<file path="src/rtl/branch_redirect_ctl.sv">
// Branch redirect controller: turns a taken MEM-stage branch into pipeline flushes plus a
// held redirect request to fetch. Define BRANCH_REDIRECT_STATS_EN to add the statistics counters.
module branch_redirect_ctl #(
    parameter int PC_WIDTH      = 32,
    parameter int REFILL_CYCLES = 2
) (
    input  logic                clk_i,
    input  logic                rst_i,
    input  logic                mem_valid_i,
    input  logic                taken_i,
    input  logic [PC_WIDTH-1:0] target_pc_i,
    output logic                redirect_valid_o,
    output logic [PC_WIDTH-1:0] redirect_pc_o,
    input  logic                redirect_ready_i,
    output logic                flush_if_o,
    output logic                flush_id_o,
    output logic                flush_ex_o,
    output logic                stall_o,
    output logic                busy_o,
    output logic [1:0]          dbg_state_o
`ifdef BRANCH_REDIRECT_STATS_EN
    ,
    output logic [31:0]         taken_cnt_o,
    output logic [31:0]         stall_cnt_o
`endif
);

    // Handshake: the redirect is transferred on a rising edge where redirect_valid_o and
    // redirect_ready_i are both 1; valid and redirect_pc_o stay fixed until that edge.

    typedef enum logic [1:0] {
        S_IDLE     = 2'd0,
        S_REDIRECT = 2'd1,
        S_REFILL   = 2'd2
    } state_t;

    localparam logic [3:0] REFILL_LOAD = (REFILL_CYCLES > 0) ? 4'(REFILL_CYCLES - 1) : 4'd0;

    state_t              state;
    logic [3:0]          refill_cnt;
    logic [PC_WIDTH-1:0] target_q;
    logic                accept;

    // A branch resolving while a redirect is already pending is wrong-path and is ignored.
    assign accept = mem_valid_i & taken_i & (state != S_REDIRECT);

    always_ff @(posedge clk_i or posedge rst_i) begin
        if (rst_i) begin
            state      <= S_IDLE;
            refill_cnt <= 4'd0;
            target_q   <= '0;
        end else if (accept) begin
            target_q <= target_pc_i;
            state    <= S_REDIRECT;
        end else begin
            case (state)
                S_REDIRECT: begin
                    if (redirect_ready_i) begin
                        if (REFILL_CYCLES == 0) begin
                            state <= S_IDLE;
                        end else begin
                            state      <= S_REFILL;
                            refill_cnt <= REFILL_LOAD;
                        end
                    end
                end
                S_REFILL: begin
                    if (refill_cnt == 4'd0) begin
                        state <= S_IDLE;
                    end else begin
                        refill_cnt <= refill_cnt - 4'd1;
                    end
                end
                default: state <= S_IDLE;
            endcase
        end
    end

    assign redirect_valid_o = (state == S_REDIRECT);
    assign stall_o          = (state == S_REDIRECT);
    assign busy_o           = (state != S_IDLE);
    assign redirect_pc_o    = target_q;
    assign flush_if_o       = accept;
    assign flush_id_o       = accept;
    assign flush_ex_o       = accept;
    assign dbg_state_o      = state;

`ifdef BRANCH_REDIRECT_STATS_EN
    always_ff @(posedge clk_i or posedge rst_i) begin
        if (rst_i) begin
            taken_cnt_o <= 32'd0;
            stall_cnt_o <= 32'd0;
        end else begin
            if (accept) taken_cnt_o <= taken_cnt_o + 32'd1;
            if (stall_o) stall_cnt_o <= stall_cnt_o + 32'd1;
        end
    end
`endif

endmodule

</file>
<file path="config.mk">
export PLATFORM = sky130hd
export DESIGN_NAME = branch_redirect_ctl
export DESIGN_NICKNAME = d
export VERILOG_FILES = /design/src/rtl/branch_redirect_ctl.sv
export SDC_FILE = /design/constraint.sdc
export NUM_CORES = 1
export LEC_CHECK = 0
export CAP_MARGIN = 20
export CORE_MARGIN = 2
export CORE_UTILIZATION = 41
export CTS_CLUSTER_SIZE = 14
export DETAILED_ROUTE_END_ITERATION = 16
export PLACE_DENSITY_LB_ADDON = 0.25
export SYNTH_ARGS = -nofsm -noshare
export SYNTH_HDL_FRONTEND = slang
export SYNTH_SLANG_ARGS = --single-unit
</file>
<file path="constraint.sdc">
create_clock -name clk_i -period 1.9 [get_ports clk_i]
set_clock_uncertainty 0.15 [all_clocks]
set_input_delay 0.38 -clock clk_i [delete_from_list [all_inputs] [get_ports clk_i]]
set_output_delay 0.38 -clock clk_i [all_outputs]
set_load 0.1 [all_outputs]
</file>
==> impl_results.md <==
- Status: finished clean
- Synth cell types: 18
- Final max-slew violation count: 0
- Chip Width: ~70 µm
- Final Cycle Share: between 90% and 100%
- Cell taking the most area after synthesis: dfrtp_1
- Most frequent cells in the layout: buf_12 (43), dfrtp_1 (36), clkdlybuf4s50_1 (34)
- Area contributors post-synth: dfrtp_1 (56%), mux2_4 (25%), buf_12 (3.5%)
- CP most frequent cell: buf_12
- Endpoint class of the critical path: output pin
- Final WS setup: 67.6 ps
- Cells after Synth: roughly 100
- Power per Cell Area: approximately 1700 nW/µm²
- Pre-antenna DRT Iters: 4
- Clock Sinks: 38
- CP required: about 1400 ps
- Synthesized area: between 1500 and 2000 µm²
- Die Y: 68.6 µm
- Final hold violation count: 0
- Crit path DAT: between 1000 and 1500 ps
- Relative slew margins: between 70 and 80%
- Worst min-delay path class: in -> async
- Nets: about 240
- CTS Buf Count: 5
- Setup WS pre-CTS: -172 ps
- Pleak: roughly 0.0014 µW
- Dpl hpwl: 2900 µm
- Final Critical Period: approximately 1800 ps
- First-pass GRT wire length: just over 6000 µm
- Leading cell type in the layout, fill and taps excluded: buf_12
- DRC violations left: 0
- Util after Layout: 77.6%
- Register area share after synthesis: between 50% and 60%
- Crit start category: register
- Vias in the first global route: 1236
- Core Region: around 4000 µm²
- 1st-iter DRT viols: 74
- Mean Syn Cell Area: between 15 and 20 µm²
- Initial antenna violation count: 0
- Vias: between 1k and 1.5k
- Die area: between 4000 and 5000 µm²
- Largest net degree at the start of global routing: 37
- Maxcap violations: 0
- Syn_nets: roughly 140
- RSZ-0062 raised after global routing: false
- ANT cells: 0
- Yosys top cell area share: between 50% and 60%
- CP peak stage delay: approximately 470 ps
- H-tree Lvls: 2
- Worst path depth: 4
- Worst-Margin Slew: 410 ps
- Row count: 23
- Io pins: a little under 80
- Setup TNS: 0 ps
- Post-Place Cells: 231
- Remaining antenna violation count: 0
- Peak supply drop: between 0.001 and 0.0015 V
- Placer congestion estimate: roughly 0.74
- Peak Freq: 546 MHz
- Worst r2r path cells: 7
- Initial core utilization: between 40% and 50%
- Worst-skew pair later-pin latency: 280 ps
- Yosys warnings: 0
- Crit path max-delay cell type: dfrtp_4
- CTS tree: built
- Top delay family on crit path: flip-flops
- Crit path kind: reg -> out
- PortBufs: 76
- Final count of negative-setup-slack endpoints: 0
- CP Max Fanout: 5
- #FFs+latches synth: 38
- Number of vias per cell: around 4.8
- Synth-to-Final Area Change: 81.6%
- Worst path cell trace: nor2b_4 > nor2_8 > buf_12 > buf_12
- CTS Buffer Depth: 2
- CP bufs+invs: 2
- Overflow after GRT: 0
- Clock-pin slew on the worst setup and hold paths: approximately 70 ps
- WL/cell: approximately 16 µm
- Total Routing Usage GR: about 19%
- Root buffer selected by CTS: clkbuf_8
- Final Non-Filler Cells: 246
- Layout cells sized above 1: a little over 50%
- Routed Wire Length: around 4000 µm
[layer usage]
metal	part of all wire (%)	wire, µm	vias up	GRT usage, %
li1	-	-	535	-
met1	38	1520	584	22.1
met2	53	2100	47	31.0
met3	6.9	273	8	6.66
met4	1.5	59	0	6.00
met5	0	0	-	0
[metrics by stage]
step	total power, µW	instance area (µm²)	hold slack, ps
final	5190	3100	128
after global routing	5380	3100	160
after CTS	5220	3090	126
after detailed placement	4670	2960	358
after global placement	4610	2960	346
after floorplan	3390	1740	319
[area by class of cell]
cell class	instances	area, µm²
Timing Repair Buffer	91	1330
Sequential cell	38	956
Fill cell	234	896
Multi-Input combinational cell	56	666
Clock buffer	7	76.3
Tap cell	50	62.6
Inverter	4	15.0
[registers in the layout (all words and copies together) (netlist names)]
name	count
refill_cnt	4
redirect_pc_o	32
dbg_state_o	2
[kinds of logic (layout without fill, tap and decap cells)]
group	count (synthesis)	after routing	synth area share, %
compound gates	2	2	0.805
fa+ha+maj	2	2	1.46
buf+inv	10	102	5.71
flops	38	38	55.6
mux	37	37	30.4
simple gates	15	15	6.00
[path summary, 6_finish.rpt]
kind,slack [ps],to,startpoint
setup / recovery,70,flush_id_o,dbg_state_o[0]$_DFFE_PP0P_
hold / removal,130,redirect_pc_o[3]$_DFFE_PP0P_,rst_i
setup reg to reg,150,redirect_pc_o[5]$_DFFE_PP0P_,dbg_state_o[1]$_DFFE_PP0P_
hold reg to reg,360,refill_cnt[0]$_DFFE_PP0P_,refill_cnt[0]$_DFFE_PP0P_
max in group asynchronous,1030,dbg_state_o[0]$_DFFE_PP0P_,rst_i
min in group clk_i,360,refill_cnt[0]$_DFFE_PP0P_,refill_cnt[0]$_DFFE_PP0P_
[power by group]
part           internal (µW)  leakage [µW]  switching, µW
Combinational           1330      0.000956           2030
Clock                    252     0.0000383            257
Sequential              1050      0.000448            268
[Yosys cell counts]
| library cell | count |
|---|---|
| buf_12 | 3 |
| mux2_2 | 3 |
| mux2_4 | 29 |
| a21oi_1 | 1 |
| dfrtp_1 | 38 |
| nor3_1 | 1 |
| nand4_1 | 2 |
| mux2i_1 | 5 |
| nor2_8 | 1 |
| nor2b_4 | 1 |
| o2111ai_1 | 1 |
| nand2b_1 | 2 |
| or2_2 | 2 |
| nand3b_1 | 1 |
| inv_1 | 4 |
| nand2_1 | 5 |
| buf_4 | 3 |
| ha_1 | 2 |
[repair_timing]
action	CTS	global route
endpoints found under the setup margin	3	5
hold buffers	0	0
pin swaps	2	1
gates resized for setup	5	0
buffers inserted	6	2
No activity file was read; power rests on OpenSTA's default activity.
